File: src/rtl/sar_search4.sv
// Successive-approximation code search driving an external magnitude comparator.
// Latency: start-to-done = WIDTH+1 cycles with an always-ready comparator; fewer with early exit.
// Backpressure: each trial is held with trial_valid high until cmp_valid; start ignored unless IDLE.
//
// Ports:
//   clk, rst              rising-edge clock, synchronous active-high reset
//   start                 request a new search (accepted only in IDLE)
//   trial, trial_valid    candidate code offered to the comparator, held until a response
//   cmp_valid, cmp_eq/gt/lt  comparator response: trial ==, >, < hidden reference
//   busy                  search in progress
//   done                  one-cycle completion pulse
//   result                final code, held from done until the next completed search
//   found, err            an eq response was seen / a malformed (non-one-hot) response was seen
//
// Build option: define SAR_EARLY_EXIT_EN to finish a search as soon as cmp_eq is accepted.
// Without it every search issues exactly WIDTH trials.

module sar_search4 #(
    parameter int WIDTH = 4
) (
    input  logic             clk,
    input  logic             rst,
    input  logic             start,
    output logic [WIDTH-1:0] trial,
    output logic             trial_valid,
    input  logic             cmp_valid,
    input  logic             cmp_eq,
    input  logic             cmp_gt,
    input  logic             cmp_lt,
    output logic             busy,
    output logic             done,
    output logic [WIDTH-1:0] result,
    output logic             found,
    output logic             err
);

    localparam int PW = (WIDTH > 2) ? $clog2(WIDTH) : 1;

    typedef enum logic [1:0] {
        IDLE  = 2'd0,
        ISSUE = 2'd1,
        DONE  = 2'd2
    } state_t;

    state_t           state;
    logic [WIDTH-1:0] acc;
    logic [PW-1:0]    ptr;

    logic [WIDTH-1:0] ptr_bit;
    logic [WIDTH-1:0] next_bit;
    logic [WIDTH-1:0] acc_next;
    logic             resp_onehot;
    logic             last_bit;
    logic             early_hit;

    assign ptr_bit     = {{(WIDTH-1){1'b0}}, 1'b1} << ptr;
    assign next_bit    = ptr_bit >> 1;
    // A "greater" answer means the trial bit overshoots the reference, so it is dropped.
    assign acc_next    = cmp_gt ? (acc & ~ptr_bit) : (acc | ptr_bit);
    assign resp_onehot = $onehot({cmp_eq, cmp_gt, cmp_lt});
    assign last_bit    = (ptr == '0);

`ifdef SAR_EARLY_EXIT_EN
    assign early_hit = cmp_eq;
`else
    assign early_hit = 1'b0;
`endif

    always_ff @(posedge clk) begin
        if (rst) begin
            state       <= IDLE;
            acc         <= '0;
            ptr         <= '0;
            trial       <= '0;
            trial_valid <= 1'b0;
            busy        <= 1'b0;
            done        <= 1'b0;
            result      <= '0;
            found       <= 1'b0;
            err         <= 1'b0;
        end else begin
            case (state)
                IDLE: begin
                    done <= 1'b0;
                    if (start) begin
                        state       <= ISSUE;
                        acc         <= '0;
                        ptr         <= PW'(WIDTH-1);
                        found       <= 1'b0;
                        err         <= 1'b0;
                        trial       <= {1'b1, {(WIDTH-1){1'b0}}};
                        trial_valid <= 1'b1;
                        busy        <= 1'b1;
                    end
                end

                ISSUE: begin
                    if (cmp_valid) begin
                        if (!resp_onehot) begin
                            // Garbage answer: abandon the search, keep only the bits already resolved.
                            err         <= 1'b1;
                            result      <= acc & ~ptr_bit;
                            state       <= DONE;
                            done        <= 1'b1;
                            busy        <= 1'b0;
                            trial_valid <= 1'b0;
                            trial       <= '0;
                        end else begin
                            acc <= acc_next;
                            if (cmp_eq) begin
                                found <= 1'b1;
                            end
                            if (last_bit || early_hit) begin
                                // On an early eq, acc_next equals the current trial.
                                result      <= acc_next;
                                state       <= DONE;
                                done        <= 1'b1;
                                busy        <= 1'b0;
                                trial_valid <= 1'b0;
                                trial       <= '0;
                            end else begin
                                ptr   <= ptr - PW'(1);
                                trial <= acc_next | next_bit;
                            end
                        end
                    end
                end

                DONE: begin
                    state <= IDLE;
                    done  <= 1'b0;
                end

                default: begin
                    state <= IDLE;
                end
            endcase
        end
    end

endmodule

File: config.mk
export PLATFORM = sky130hd
export DESIGN_NAME = sar_search4
export DESIGN_NICKNAME = d
export VERILOG_FILES = /design/src/rtl/sar_search4.sv
export SDC_FILE = /design/constraint.sdc
export NUM_CORES = 1
export LEC_CHECK = 0
export ABC_AREA = 1
export CAP_MARGIN = 20
export CORE_MARGIN = 2
export CORE_UTILIZATION = 25
export DETAILED_ROUTE_END_ITERATION = 10
export GPL_TIMING_DRIVEN = 0
export SLEW_MARGIN = 20
export SYNTH_ARGS = -nofsm -noshare
export SYNTH_HDL_FRONTEND = slang
export SYNTH_SLANG_ARGS = --single-unit
File: constraint.sdc
create_clock -name clk -period 2.3 [get_ports clk]
set_input_delay 0.575 -clock clk [delete_from_list [all_inputs] [get_ports clk]]
set_output_delay 0.575 -clock clk [all_outputs]
set_load 0.01 [all_outputs]
==> Word-level counts from Yosys, hierarchy flattened <==
Index checks and enable logic that the tools add are counted.
{ "op_classes": {"add_sub_neg": 3, "eq_ne": 11, "shift": 1, "n_mux": 39, "n_bitwise": 4, "n_reduce_logical": 14} }
{ "ops": {"columns": ["cell", "count"], "rows": [
  ["2-to-1 mux 4 bit", 10],
  ["2-to-1 mux 2 bit", 8],
  ["case mux 4 bit (2 select lines)", 2],
  ["2-to-1 mux 1 bit", 13],
  ["!= test 2 bit (second input constant)", 6],
  ["AND reduction 3 bit", 4],
  ["AND reduction 4 bit", 3],
  ["AND reduction 5 bit", 2],
  ["case mux 1 bit (2 select lines)", 4],
  ["case mux 2 bit (2 select lines)", 2],
  ["AND 4 bit", 1],
  ["== test 2 x 1 -> 1 bit (second input constant)", 2],
  ["zero test 2 bit", 2],
  ["inverter 4 bit", 1],
  ["OR 4 x 3 -> 4 bit", 1],
  ["OR 4 bit", 1],
  ["nonzero test 2 bit", 2],
  ["<< shifter 1 x 2 -> 4 bit (first input constant)", 1],
  ["!= test 3 bit (second input constant)", 1],
  ["adder 1 x 1 -> 2 bit", 1],
  ["adder 2 x 1 -> 2 bit", 1],
  ["== test 2 bit (second input constant)", 1],
  ["!= test 2 x 1 -> 1 bit (second input constant)", 1],
  ["OR reduction 2 bit", 1],
  ["subtractor 2 x 1 -> 2 bit (second input constant)", 1]
]} }
{ "totals": {"register_bits": 20, "in_bits": 7, "out_inout_bits": 13} }

==> Logic depth before layout (Yosys ltp) <==
{ "logic_depth": {"word_depth": 9, "mapped_depth": 9} }

==> Worst setup path after synthesis <==
OpenSTA, ideal clock, no wires.
{ "synth_path": {"path_type": "input -> register", "startpoint": "input cmp_eq", "endpoint": "register result[0]", "setup_time_ns": 0.116, "t_arrival_ns": 1.730, "required_time_ns": 2.184, "setup_slack_ns": 0.454, "path_stages": 8, "path_cell_list": "fa_1 > inv_1 > nor2_4 > nand2_1 > nand2_4 > nor2_4 > o21ai_0 > nor2_1"} }
{ "synth_via": {"elab_chain_cells": 4} }
{ "synth_lines": {"columns": ["item", "line", "rtl"], "rows": [
  ["start, declared", "27", "input logic cmp_eq,"],
  ["adder 2 x 1 -> 2 bit (not written as such) (*)", "60", "assign resp_onehot = $onehot({cmp_eq, cmp_gt, cmp_lt});"],
  ["== test 2 x 1 -> 1 bit (*)", "60", null],
  ["!= test 2 x 1 -> 1 bit (no line)", null, null],
  ["AND reduction 3 bit (no line)", null, null],
  ["end signal, assigned", "102", "result <= acc & ~ptr_bit;"],
  ["end signal, assigned", "115", "result <= acc_next;"],
  ["end, declared", "32", "output logic [WIDTH-1:0] result,"]
]} }
Mark *: on every way between the ends. The rest lies on a longest branch, timed or not.
A chain may end at the register's enable or synchronous reset.

==> Worst setup path in the final report <==
{ "layout_path": {"startpoint": "input cmp_eq", "endpoint": "register result[2]"} }
Same word-level chain as after synthesis.

==> out/qor.yml <==
ys_seq_area_share_pct: 35.36
worstPathMaxFanout: 6
cp.arrival_ns: 2.35
ys_warn_count: 0
wl_per_cell_um: 10.27
cts_tree: "done"
rr_endpoint: "result[2]$_SDFFE_PP0P_"
stdcell_area_sq_um: 1460
syn_avg_cell_area_sq_um: 7.077
rrSetupSlack_ns: 0.83
synthAdderAreaFrac_pct: 6.188
grt_pass1_wl_um: 4250
port_buffers: 19
antenna_found_initial: 0
vias: 985
intPower_mw: 0.6466
grt_pass1_vias: 919
die_h_um: 71.30
gr-total-overflow: 0
start_util_pct: 26.01
cp_cell_sequence: "clkdlybuf4s50_1, fa_1, inv_1, nor2_4, nand2_1, nand2_4, nor2_4, inv_2, nor2_1, nor2_1"
leakage_nw: 0.6637
die_x_um: 71.30
grt_use_total_pct: 10.50
ir_worst_vdd_mv: 0.3563
cp_slowest_cell: "fa_1"
slew_violations: 0
dr.pass1.iters: 4
synth-xor-area-share_pct: 0
power_density_nw_per_um2: 645.3
fin_nets: 198
die_area_sq_um: 5084
clock-sinks: 20
synth.area.mux_share_pct: 0
drt_wl_total_um: 2433
dp_hpwl_um: 1939
sequentialPowerShare_pct: 42.6
hold_viol_final: 0
syn-instance-count: 160
final_common_cell: "nand2_1"
synth_compound_area_share_pct: 11.82
synth_top_family_by_area: "simple AND/OR/NAND/NOR gates"
clock-skew-final_ns: 0.001573
fin_crit_sh_pct: 93.75
pwr-share-comb_pct: 29.2
instances_no_fill: 237
cp_num_buf_inv: 3
cts_buffers: 3
cts_hold_buf: 0
syn_nets: 172
setup_viol: 0
syn-cell-area_sq_um: 1132
clk_pin_slew_ns: 0.07
yosys_register_bits: 20
design.portCount: 20
vias_per_cell: 4.156
p_sw_mw: 0.2956
dp.cells: 231
worstPathRequired_ns: 2.50
rsz0062_at_grt: "false"
max_cap_violations: 0
coreArea_sq_um: 4354
n_antenna_cell: 0
worstSkewPairLatency_ns: 0.26
postPlaceCellArea_sq_um: 1388
reg2reg_from: "ptr[0]$_SDFFE_PP0P_"
outcome: "finished, final reports clean"
crit_path_end_kind: "flip-flop"
post-place-ws_ns: -0.1843
slowest_delay_ns: 0.55
clock_path_buffers: 2
n_fill_cell: 471
min_period_ns: 2.156
cpLargestDelayFamily: "buffers and inverters"
holdPathStages: 2
cts_root_buf: "clkbuf_8"
criticalPathCategory: "input port to flip-flop"
critPathLaunchType: "input port"
htree_levels: 1
synth.distinct_cells: 26
r2r.worst_path.cells: 9
min_path_type: "flip-flop to flip-flop"
gp_congestion: 0.8172
tightest_slew_ns: 0.3128
slew_headroom_pct: 79.12
drive_gt1_share_pct: 16.22
synth_simple_gate_area_share_pct: 37.02
clockPowerShare_pct: 28.2
mostFrequentLayoutCells: "38 x nand2_1, 27 x nor2_1, 21 x inv_1"
grt_start_max_net_pins: 12
fmax_mhz: 463.8
setup_ws_ns: 0.1437
worstHoldEndpoint: "found$_SDFFE_PP0P_"
swShare_pct: 31.38
drt_iter0_drc: 22
min_from: "found$_SDFFE_PP0P_"
syn_to_final_growth_pct: 28.95
drc: 0
num_rows: 24
ant_nets: 0
power groups by stage:
| stage | registers (mW) | logic, mW | clock network (mW) |
|---|---|---|---|
| floorplan | 0.412 | 0.178 | 0 |
| global placement | 0.409 | 0.267 | 0 |
| detailed placement | 0.410 | 0.270 | 0 |
| CTS | 0.402 | 0.271 | 0.277 |
| global route | 0.406 | 0.312 | 0.286 |
| finish | 0.401 | 0.276 | 0.265 |
cell usage after synthesis:
cell type,count,area share [%]
nand2_1,38,13
nor2_1,28,9.3
inv_1,21,7.0
dfxtp_1,20,35
o21ai_0,11,4.9
a21oi_1,6,2.7
ha_1,4,4.4
nand2_4,4,4.0
nand3_1,4,1.8
nor2_4,4,4.0
inv_2,3,0.99
a21oi_2,2,1.5
nor2_2,2,1.1
a31oi_1,1,0.55
buf_2,1,0.44
buf_4,1,0.66
fa_1,1,1.8
inv_4,1,0.55
nand2_2,1,0.55
nand3_2,1,0.88
nand4_1,1,0.55
nor2_8,1,1.8
o211ai_1,1,0.66
o21bai_2,1,0.99
o22ai_1,1,0.55
or2_2,1,0.55
worst register-to-register path, stage by stage (launching register included):
cell and delay (ns):
dfxtp_1 0.44, inv_1 0.11, ha_1 0.22, inv_1 0.10, nand2_1 0.11, nand2_4 0.10
nor2_4 0.05, inv_2 0.11, nor2_1 0.05, nor2_1 0.10
layout make-up:
cell class                 count  area (sq um)  share of cell area [%]
inverter                      25         96.34                   6.598
multi-input combinational    113         625.6                   42.84
clock buffer                   4         55.05                   3.770
tap                           52         65.06                   4.456
sequential                    20         400.4                   27.42
timing repair buffer          21         205.2                   14.05
buffer                         2         12.51                  0.8569
sequential cells by signal, indices dropped and copies added (netlist names):
| signal | flops |
|---|---|
| trial | 4 |
| state | 2 |
| result | 4 |
| ptr | 2 |
| done | 1 |
| acc | 4 |
| found | 1 |
| busy | 1 |
| err | 1 |
repair_timing:
action                                  CTS  global route
endpoints found under the setup margin    0             4
gates resized for setup                   0             1
endpoints found under the hold margin     0             0
setup buffers                             0             2
worst max-delay path by stage:
stage	to	cells past startpoint	startpoint	slack, ns
4_1_cts	ptr[0]$_SDFFE_PP0P_	10	cmp_eq	0.08
3_3_place_gp	result[3]$_SDFFE_PP0P_	10	cmp_eq	-0.15
5_1_grt	ptr[0]$_SDFFE_PP0P_	10	cmp_eq	0.006
2_1_floorplan	result[0]$_SDFFE_PP0P_	8	cmp_eq	0.45
3_5_place_dp	ptr[0]$_SDFFE_PP0P_	10	cmp_eq	-0.18
6_report	result[2]$_SDFFE_PP0P_	10	cmp_eq	0.14
routing by layer:
metal,vias to the layer above,global-route usage [%],part of all wire [%]
met4,0,5.031,2.0
met5,-,0,0
met1,423,14.77,51
li1,542,-,-
met2,16,15.12,42
met3,4,2.391,5.0
through the flow:
stage	hold WS [ns]	setup TNS (ns)	total power, mW	utilization (%)
global placement	0.4343	-1.266	0.6764	31.87
CTS	0.4487	0	0.9500	33.13
global route	0.4619	0	1.005	33.53
detailed placement	0.4371	-1.424	0.6794	31.87
floorplan	0.4696	0	0.5905	-
finish	0.4443	0	0.9423	33.53
kinds of logic (layout without fill, tap and decap cells):
logic type / after synthesis / in the layout
AND/OR/NAND/NOR: 85 / 85
buffers and inverters: 27 / 52
flip-flops: 20 / 20
adder cells (fa/ha/maj): 5 / 5
AO/OA/AOI/OAI: 23 / 23
Note: power is estimated with default switching activity, not from simulation.
